### src/rtl/gray_pkg.sv
// Shared types and the Gray-to-binary helper for Gray-code consumers.
package gray_pkg;

  typedef enum logic [1:0] {UNLOCKED, ACQUIRE, LOCKED} rx_state_e;
  typedef enum logic [1:0] {HOLD, LEGAL, ILLEGAL} step_e;

  localparam int GRAY_MAX_W = 32;

  // Each binary bit is the XOR of all Gray bits at and above it. Callers
  // zero-extend narrower words, so the upper bits contribute nothing.
  function automatic logic [GRAY_MAX_W-1:0] gray2bin(input logic [GRAY_MAX_W-1:0] g);
    logic [GRAY_MAX_W-1:0] b;
    b = '0;
    for (int i = 0; i < GRAY_MAX_W; i++) b[i] = ^(g >> i);
    return b;
  endfunction

endpackage

### src/rtl/gray_rx_decoder_gray2bin.sv
// Combinational Gray-to-binary decode of a W-bit word.
module gray2bin
  import gray_pkg::*;
#(
  parameter int W = 3
) (
  input  logic [W-1:0] i_gray,
  output logic [W-1:0] o_bin
);

  assign o_bin = W'(gray_pkg::gray2bin(GRAY_MAX_W'(i_gray)));

endmodule

### src/rtl/gray_rx_decoder.sv
// Gray stream receiver: decodes to binary, checks single forward steps,
// locks onto the sequence and counts wrap-arounds.
module gray_rx_decoder
  import gray_pkg::*;
#(
  parameter int W        = 3,
  parameter int LOCK_CNT = 2,
  parameter int CW       = 8
) (
  input  logic          Clk,
  input  logic          Reset,
  input  logic          In_valid,
  input  logic [W-1:0]  Gray_in,
  input  logic          Clr_err,
  output logic [W-1:0]  Bin_out,
  output logic          Out_valid,
  output logic          Locked,
  output logic          Step_err,
  output logic          Err_sticky,
  output logic          Wrap,
  output logic [CW-1:0] Wrap_cnt
);

  localparam logic [3:0] LOCK_C = 4'(LOCK_CNT);

  rx_state_e     r_state, w_nxt_state;
  logic [W-1:0]  r_ref, w_nxt_ref;
  logic [3:0]    r_good, w_nxt_good;
  logic [W-1:0]  w_bin;
  step_e         w_step;
  logic          w_step_err, w_wrap;

  logic [W-1:0]  r_bin;
  logic          r_out_valid, r_step_err, r_err_sticky, r_wrap;
  logic [CW-1:0] r_wrap_cnt;

  gray2bin #(.W(W)) u_g2b (.i_gray(Gray_in), .o_bin(w_bin));

  always_comb begin
    if (w_bin == r_ref)              w_step = HOLD;
    else if (w_bin == r_ref + 1'b1)  w_step = LEGAL;
    else                             w_step = ILLEGAL;
  end

  // State register; everything advances only on a valid sample.
  always_ff @(posedge Clk) begin
    if (Reset) begin
      r_state <= UNLOCKED;
      r_ref   <= '0;
      r_good  <= '0;
    end else if (In_valid) begin
      r_state <= w_nxt_state;
      r_ref   <= w_nxt_ref;
      r_good  <= w_nxt_good;
    end
  end

  always_comb begin
    w_nxt_state = r_state;
    w_nxt_ref   = r_ref;
    w_nxt_good  = r_good;
    case (r_state)
      UNLOCKED: begin
        w_nxt_state = ACQUIRE;
        w_nxt_ref   = w_bin;
        w_nxt_good  = '0;
      end
      ACQUIRE: begin
        if (w_step == LEGAL) begin
          w_nxt_ref  = w_bin;
          w_nxt_good = r_good + 4'd1;
          if (r_good + 4'd1 >= LOCK_C) w_nxt_state = LOCKED;
        end else if (w_step == ILLEGAL) begin
          w_nxt_ref  = w_bin;
          w_nxt_good = '0;
        end
      end
      LOCKED: begin
        if (w_step == LEGAL) begin
          w_nxt_ref = w_bin;
        end else if (w_step == ILLEGAL) begin
          w_nxt_state = ACQUIRE;
          w_nxt_ref   = w_bin;
          w_nxt_good  = '0;
        end
      end
      default: w_nxt_state = UNLOCKED;
    endcase
  end

  always_comb begin
    w_step_err = (r_state == LOCKED) && (w_step == ILLEGAL);
    w_wrap     = (r_state == LOCKED) && (w_step == LEGAL) && (&r_ref);
  end

  always_ff @(posedge Clk) begin
    if (Reset) begin
      r_bin        <= '0;
      r_out_valid  <= 1'b0;
      r_step_err   <= 1'b0;
      r_err_sticky <= 1'b0;
      r_wrap       <= 1'b0;
      r_wrap_cnt   <= '0;
    end else begin
      r_out_valid <= In_valid;
      r_step_err  <= In_valid & w_step_err;
      r_wrap      <= In_valid & w_wrap;
      if (In_valid) r_bin <= w_bin;
      if (In_valid && w_wrap && (r_wrap_cnt != '1)) r_wrap_cnt <= r_wrap_cnt + 1'b1;
      // A fresh error outranks a simultaneous clear.
      if (In_valid && w_step_err) r_err_sticky <= 1'b1;
      else if (Clr_err)           r_err_sticky <= 1'b0;
    end
  end

  assign Bin_out    = r_bin;
  assign Out_valid  = r_out_valid;
  assign Locked     = (r_state == LOCKED);
  assign Step_err   = r_step_err;
  assign Err_sticky = r_err_sticky;
  assign Wrap       = r_wrap;
  assign Wrap_cnt   = r_wrap_cnt;

endmodule

### config.mk
export PLATFORM = sky130hd
export DESIGN_NAME = gray_rx_decoder
export DESIGN_NICKNAME = d
export VERILOG_FILES = /design/src/rtl/gray_pkg.sv /design/src/rtl/gray_rx_decoder_gray2bin.sv /design/src/rtl/gray_rx_decoder.sv
export SDC_FILE = /design/constraint.sdc
export NUM_CORES = 1
export LEC_CHECK = 0
export ABC_CLOCK_PERIOD_IN_PS = 1950
export CORE_ASPECT_RATIO = 0.5
export CORE_MARGIN = 10
export CORE_UTILIZATION = 45
export CTS_CLUSTER_SIZE = 28
export DETAILED_ROUTE_END_ITERATION = 16
export PLACE_DENSITY_LB_ADDON = 0.08
export SLEW_MARGIN = 10
export SYNTH_ARGS = -nofsm -noshare
export SYNTH_HDL_FRONTEND = slang
export SYNTH_SLANG_ARGS = --single-unit
### constraint.sdc
create_clock -name Clk -period 1.95 [get_ports Clk]
set_input_delay 0.39 -clock Clk [delete_from_list [all_inputs] [get_ports Clk]]
set_output_delay 0.39 -clock Clk [all_outputs]
set_load 0.05 [all_outputs]
==> flow_results.xml <==
<?xml version="1.0" encoding="UTF-8"?>
<metrics>
  <group name="run_status">
    <metric name="status" unit="">complete, but fails checks</metric>
    <metric name="failed_checks" unit="">negative setup slack</metric>
  </group>
  <group name="power">
    <metric name="power_density" unit="nW/um2">650</metric>
    <metric name="total_leakage_power" unit="nW">0.869</metric>
    <metric name="fin_total_pwr" unit="mW">1.35</metric>
    <metric name="vdd_drop_max" unit="mV">0.369</metric>
  </group>
  <group name="logic_synthesis">
    <metric name="synthDominantCellAreaShare" unit="%">32.6</metric>
    <metric name="yosys.area.top_type" unit="">sky130_fd_sc_hd__dfxtp_1</metric>
    <metric name="count_of_flip_flops_with_a_built_in_enable_after_synthesis" unit="">0</metric>
    <metric name="yosys_warnings" unit="">0</metric>
    <metric name="yosys-top-cells-area" unit="">sky130_fd_sc_hd__dfxtp_1 (33%), sky130_fd_sc_hd__ha_1 (7.6%), sky130_fd_sc_hd__xnor2_1 (5.3%), sky130_fd_sc_hd__nor2_1 (4.8%), sky130_fd_sc_hd__mux2i_1 (4.8%)</metric>
    <metric name="synth_sequential_area_ratio" unit="%">32.6</metric>
    <metric name="synth.avg_cell_area" unit="um2">9.63</metric>
    <metric name="synth_seq_cells" unit="">24</metric>
    <metric name="synthesis.nets" unit="">169</metric>
    <metric name="synth.cell_area" unit="um2">1470</metric>
    <metric name="synth.lib_cells_used.distinct" unit="">47</metric>
    <metric name="dominantRegCellSynth" unit="">sky130_fd_sc_hd__dfxtp_1</metric>
    <metric name="synth_cells" unit="">153</metric>
    <metric name="async_reset_ff_share" unit="%">0</metric>
  </group>
  <group name="clock_tree">
    <metric name="clock_slew_at_the_register_clock_pins_of_the_worst_setup_and_hold_paths" unit="ns">0.08</metric>
    <metric name="cts_inserted_buffers" unit="">3</metric>
    <metric name="holdBufCountCts" unit="">0</metric>
    <metric name="tritoncts" unit="">done</metric>
    <metric name="cts.path.max_buffers" unit="">2</metric>
    <metric name="cts.root.buffer_cell" unit="">sky130_fd_sc_hd__clkbuf_8</metric>
    <metric name="cts_htree_levels" unit="">1</metric>
    <metric name="worstSkewPairLatency" unit="ns">0.26</metric>
    <metric name="tritoncts_num_sinks" unit="">24</metric>
  </group>
  <group name="routing">
    <metric name="drt_iter0_markers" unit="">51</metric>
    <metric name="vias" unit="">1207</metric>
    <metric name="routed_via_density" unit="">5.18</metric>
    <metric name="final_wirelength" unit="mm">3.21</metric>
    <metric name="antenna_violating_nets_post_route" unit="">0</metric>
    <metric name="drt_first_pass_iters" unit="">4</metric>
    <metric name="post_drt_wl_per_cell" unit="um">13.8</metric>
    <metric name="drc" unit="">0</metric>
  </group>
  <group name="sta">
    <metric name="finalCritPeriodShare" unit="%">104</metric>
    <metric name="finalMaxSlewViolations" unit="">0</metric>
    <metric name="clock_skew" unit="ns">0.00166</metric>
    <metric name="timing.max_slew.rel_slack" unit="%">65.0</metric>
    <metric name="worst_pin_slew" unit="ns">0.518</metric>
    <metric name="totalNegativeSetupSlack" unit="ns">-0.393</metric>
    <metric name="fmax" unit="MHz">492</metric>
    <metric name="final_critical_path_setup_slack" unit="ns">-0.0833</metric>
    <metric name="setup_viol" unit="">7</metric>
    <metric name="final_hold_viol_count" unit="">0</metric>
    <metric name="fin_crit" unit="ns">2.03</metric>
    <metric name="unrepaired_setup_endpoints_after_global_routing" unit="">yes</metric>
  </group>
  <group name="placement">
    <metric name="gp_congestion" unit="">0.784</metric>
    <metric name="dp_cells" unit="">229</metric>
    <metric name="port_buffers" unit="">22</metric>
    <metric name="place.detailed.hpwl" unit="mm">2.44</metric>
  </group>
  <group name="die">
    <metric name="design.die.area" unit="um2">6100</metric>
    <metric name="die_h" unit="um">60.5</metric>
    <metric name="fp-row-count" unit="">14</metric>
    <metric name="fp.dieW" unit="um">101</metric>
    <metric name="pin_count" unit="">23</metric>
    <metric name="core_area" unit="um2">3070</metric>
    <metric name="initial_utilization" unit="%">48.1</metric>
  </group>
  <group name="global_route">
    <metric name="grt_util_all_layers" unit="%">10.7</metric>
    <metric name="grt_pass1_vias" unit="">1167</metric>
    <metric name="global_route.usage.met2" unit="%">18.0</metric>
    <metric name="groute.layer.met3.usage" unit="%">4.42</metric>
    <metric name="global_route.peak_usage_layer" unit="">met2</metric>
    <metric name="grt_pass1_wl" unit="mm">5.38</metric>
    <metric name="grt_start_max_net_pins" unit="">13</metric>
    <metric name="antenna_found_initial" unit="">0</metric>
    <metric name="m1_gr_usage" unit="%">12.7</metric>
    <metric name="leftover_overflow_at_the_end_of_global_routing" unit="">0</metric>
  </group>
  <group name="finish">
    <metric name="multi_input_comb_area" unit="um2">1060</metric>
    <metric name="seq_area" unit="um2">483</metric>
    <metric name="share_of_post_route_cells_with_drive_strength_above_1" unit="%">35.8</metric>
    <metric name="fillers" unit="">242</metric>
    <metric name="layout-area-overhead-vs-synth" unit="%">40.7</metric>
    <metric name="n_antenna_cell" unit="">0</metric>
    <metric name="final_cells" unit="">233</metric>
    <metric name="layout.cells.most_common_list" unit="">sky130_fd_sc_hd__buf_4 (27), sky130_fd_sc_hd__dfxtp_1 (22), sky130_fd_sc_hd__nor2_1 (18)</metric>
    <metric name="fin_nets" unit="">211</metric>
    <metric name="most_common_cell_after_layout_fill_and_taps_aside" unit="">sky130_fd_sc_hd__buf_4</metric>
  </group>
  <group name="critical_path">
    <metric name="r2r_setup_slack" unit="ns">-0.08</metric>
    <metric name="startpoint" unit="">r_ref[1]$_SDFFE_PP0P_</metric>
    <metric name="timing.critical_path.arrival" unit="ns">2.20</metric>
    <metric name="r2r_cells" unit="">9</metric>
    <metric name="worst_setup_path_end_kind" unit="">flip-flop</metric>
    <metric name="worstPathMaxFanout" unit="">5</metric>
    <metric name="worst_r2r_endpoint" unit="">r_good[1]$_SDFFE_PP0P_</metric>
    <metric name="regToRegStartpoint" unit="">r_ref[1]$_SDFFE_PP0P_</metric>
    <metric name="critPathKind" unit="">flip-flop to flip-flop</metric>
    <metric name="setup.worst_path.start_class" unit="">flip-flop</metric>
    <metric name="setup.worst_path.end" unit="">r_good[1]$_SDFFE_PP0P_</metric>
    <metric name="critPathRequiredTime" unit="ns">2.12</metric>
  </group>
  <group name="min_path">
    <metric name="hold_path_class" unit="">flip-flop to flip-flop</metric>
  </group>
  <group name="run">
    <metric name="drv.max_cap_violation_count" unit="">0</metric>
  </group>
</metrics>
## logic make-up after synthesis
kind of cell	count (synthesis)	share of synthesized area, %
muxes	7	4.75
AOI/OAI and AO/OA	31	19.3
DFF	24	32.6
and+or+nand+nor	55	22.5
buffers and inverters	15	5.60
xor gates and xnor gates	12	7.64
adders and majority gates	9	7.64
## flip-flops by register name, summed over array words and instances (netlist names)
signal / cells
Bin_out: 3
Err_sticky: 1
Out_valid: 1
Step_err: 1
Wrap: 1
Wrap_cnt: 8
r_good: 4
r_ref: 3
r_state: 2
## power breakdown
| group | internal (mW) | switching [mW] | total [mW] |
|---|---|---|---|
| Sequential | 0.517 | 0.0231 | 0.540 |
| Combinational | 0.236 | 0.281 | 0.518 |
| Clock | 0.138 | 0.151 | 0.289 |
## area by class of cell
class	count	area share (%)
Multi-Input combinational cell	114	51.2
Sequential cell	24	23.3
Timing Repair Buffer	46	20.0
Tap cell	40	2.41
Clock buffer	3	1.99
Inverter	6	1.09
## Yosys cell counts, drive strengths merged, types with 3 or more instances
master and number:
mux2i 7, and3 3, dfxtp 24, nand2b 5
ha 9, inv 6, nand3 5, nor2 19
nor3 3, nand2 6, clkbuf 3, xnor2 10
nor4b 4, a211oi 3, a21oi 7, buf 6
o211ai 4
## worst min path at each step
stage                     cells past startpoint                       to  slack (ns)                     from
after floorplan                               2   r_good[3]$_SDFFE_PP0P_        0.47   r_good[3]$_SDFFE_PP0P_
after global placement                        2  Err_sticky$_SDFFE_PP0P_        0.46  Err_sticky$_SDFFE_PP0P_
after detailed placement                      2  Err_sticky$_SDFFE_PP0P_        0.47  Err_sticky$_SDFFE_PP0P_
after CTS                                     2  Err_sticky$_SDFFE_PP0P_        0.48  Err_sticky$_SDFFE_PP0P_
after global routing                          2  Err_sticky$_SDFFE_PP0P_        0.49  Err_sticky$_SDFFE_PP0P_
final                                         2  Err_sticky$_SDFFE_PP0P_        0.48  Err_sticky$_SDFFE_PP0P_
## critical path, stage by stage, from the launching register on
cell and delay [ns]:
sky130_fd_sc_hd__dfxtp_2 0.34, sky130_fd_sc_hd__ha_4 0.16, sky130_fd_sc_hd__ha_4 0.22, sky130_fd_sc_hd__and3b_2 0.21, sky130_fd_sc_hd__a21oi_4 0.17, sky130_fd_sc_hd__a2bb2oi_4 0.29, sky130_fd_sc_hd__buf_6 0.16, sky130_fd_sc_hd__o2bb2ai_2 0.06
sky130_fd_sc_hd__and4_1 0.14, sky130_fd_sc_hd__o21ba_2 0.18
## through the flow
| step | cell area (um2) | setup slack [ns] | util, % | hold slack [ns] |
|---|---|---|---|---|
| after floorplan | 1510 | -0.0552 | - | 0.466 |
| after global placement | 1890 | -0.365 | 61.6 | 0.463 |
| after detailed placement | 1890 | -0.372 | 61.6 | 0.470 |
| after CTS | 2030 | -0.0806 | 66.3 | 0.478 |
| after global routing | 2070 | -0.171 | 67.6 | 0.493 |
| final | 2070 | -0.0833 | 67.6 | 0.480 |
## metal layers
metal	routed length, um	part of all wire (%)
met5	0	0
met4	17	0.53
met2	1510	47
met3	207	6.5
met1	1470	46
## what timing repair did
action / 4_1_cts / 5_1_grt
buffers inserted: 1 / 0
gates cloned: 0 / 0
endpoints found under the hold margin: 0 / 0
resized for setup: 16 / 11
endpoints found under the setup margin: 12 / 17
pin swaps: 17 / 10
Note: power is estimated with default switching activity, not from simulation.
==> variant (same flow settings) <==
Make the reset (`Reset`) asynchronous in 2 clocked blocks.
--- a/src/rtl/gray_rx_decoder.sv
+++ b/src/rtl/gray_rx_decoder.sv
@@ -43,7 +43,7 @@
   end
 
   // State register; everything advances only on a valid sample.
-  always_ff @(posedge Clk) begin
+  always_ff @(posedge Clk or posedge Reset) begin
     if (Reset) begin
       r_state <= UNLOCKED;
       r_ref   <= '0;
@@ -93,7 +93,7 @@
     w_wrap     = (r_state == LOCKED) && (w_step == LEGAL) && (&r_ref);
   end
 
-  always_ff @(posedge Clk) begin
+  always_ff @(posedge Clk or posedge Reset) begin
     if (Reset) begin
       r_bin        <= '0;
       r_out_valid  <= 1'b0;
Formal check against the unedited RTL: differs if Reset is asserted again (counterexample within 4 cycles, from zero or initial values and one cycle with Reset high); with Reset held inactive, the same outputs for 10 cycles.
==> variant against the unedited design <==
The flow still finishes with violations (negative setup slack). Final area up 2.1%. Setup slack worse by 0.14 ns. Global-route usage up 2.2 points. Hold slack worse by 0.028 ns. Clock skew up 0.00099 ns. Critical path depth down 2. Area after synthesis down 4.1%. Sequential cell count unchanged. Routed wire length up 12%.
Power is not compared: it rests on default switching activity, and its combinational part moved more than twofold at a synthesized area within 25%.
==> variant: results (changes against the unedited design) <==
[status]
status = finished, violations left  ; unchanged
violations = negative setup slack  ; unchanged

[finish]
buffers_excl_clock = 52  ; was 46
fillCellCount = 238  ; was 242
nets = 202  ; was 211
multi_input_area_share = 0.434  ; was 0.512
inverters = 7  ; was 6
layout.nonclk_buf_frac = 0.212  ; was 0.200
seq_area_um2 = 601  ; was 483 um^2
clock_area_frac = 0.0337  ; was 0.0199
drive_gt1_frac = 0.400  ; was 0.358
final_cells = 225  ; was 233
n_antenna_cell = 0  ; unchanged
multi_input_gates = 98  ; was 114
syn_to_final_growth_pct = 49.6  ; was 40.7%

[routing]
m1WireLength_mm = 1.59  ; was 1.47 mm
avgRoutedWirePerCell_um = 15.9  ; was 13.8 um
avgViaCountPerCell = 5.24  ; was 5.18
initialDrtViolationCount = 36  ; was 51
wl_met3_um = 217  ; was 207 um
dr_wl_met2_mm = 1.75  ; was 1.51 mm
first_pass_iters = 4  ; unchanged

[global_routing]
grt_usage = 0.128  ; was 0.107
met3_usage = 0.0501  ; was 0.0442
grt_max_degree = 25  ; was 13
antenna_found_initial = 0  ; unchanged
use_met2 = 0.226  ; was 0.180
grt_pass1_wl_mm = 6.09  ; was 5.38 mm
grt_util_met1 = 0.143  ; was 0.127
grt_pass1_vias = 1248  ; was 1167

[setup_path]
rr_endpoint = r_state[0]$_DFFE_PP0P_  ; was r_good[1]$_SDFFE_PP0P_
cp_top_family = simple AND/OR/NAND/NOR gates  ; was compound AO/OA/AOI/OAI gates
slowest_stage = or4_1  ; was dfxtp_2
cp-startpoint = r_ref[1]$_DFFE_PP0P_  ; was r_ref[1]$_SDFFE_PP0P_
reg2reg_depth = 7  ; was 9

[hold_path]
hp-class = in -> async  ; was reg -> reg

[placement]
dpl.hpwl_mm = 2.54  ; was 2.44 mm
placed_cells = 215  ; was 229
post-place-ws_ns = -0.596  ; was -0.372 ns
dpl_cell_area_um2 = 1870  ; was 1890 um^2
gp_congestion = 0.783  ; was 0.784

[yosys]
yosys-top-cells-count = 24 x dfrtp_1, 14 x nand2_1, 9 x ha_1, 9 x xnor2_1, 8 x nor2_1  ; was 24 x dfxtp_1, 19 x nor2_1, 9 x ha_1, 9 x xnor2_1, 7 x mux2i_1
async_flop_share = 1.00  ; was 0
ys_types = 44  ; was 47
synth.net_count = 150  ; was 169
synth.area.top_cells = dfrtp_1 42%, ha_1 8.0%, xnor2_1 5.6%, nand2_1 3.7%, mux2_2 2.4%  ; was dfxtp_1 33%, ha_1 7.6%, xnor2_1 5.3%, nor2_1 4.8%, mux2i_1 4.8%
synth-main-ff-cell = dfrtp_1  ; was dfxtp_1
synth_seq_area_share = 0.425  ; was 0.326
synth.avg_cell_area_um2 = 10.6  ; was 9.63 um^2

[sta]
worst_pin_slew_ns = 0.517  ; was 0.518 ns
fin_tns_setup_ns = -2.28  ; was -0.393 ns
fin_hold_ws_ns = 0.452  ; was 0.480 ns
setup_viol = 15  ; was 7
setup_slack_ns = -0.223  ; was -0.0833 ns

[pwr]
clock_net_power_w = 0.000447

[variant: cell types whose count changed in the layout (fill, tap and decap cells not counted), sizes merged, moves of 4 or more]
cell	unedited run	this run
a21oi	7	3
buf	31	35
dfrtp	0	24
dfxtp	24	0
mux2	0	4
mux2i	7	3
nand2	6	14
nor2	19	8
o211ai	4	0
o21ai	1	5
[variant: cells by family (layout without fill, tap and decap cells)]
| kind of cell | Yosys count | in the layout | synth area share |
|---|---|---|---|
| and+or+nand+nor | 52 | 52 | 0.212 |
| muxes | 7 | 7 | 0.0531 |
| adders and majority gates | 9 | 9 | 0.0796 |
| AOI/OAI and AO/OA | 18 | 18 | 0.108 |
| DFF | 24 | 24 | 0.425 |
| buffers and inverters | 12 | 63 | 0.0434 |
| xor gates and xnor gates | 12 | 12 | 0.0797 |
[variant: what timing repair did]
| action | in CTS | in global routing |
|---|---|---|
| pin swaps | 11 | 11 |
| cloned | 0 | 0 |
| resized for setup | 19 | 11 |
| setup buffers | 3 | 4 |
| setup endpoints to repair | 16 | 15 |
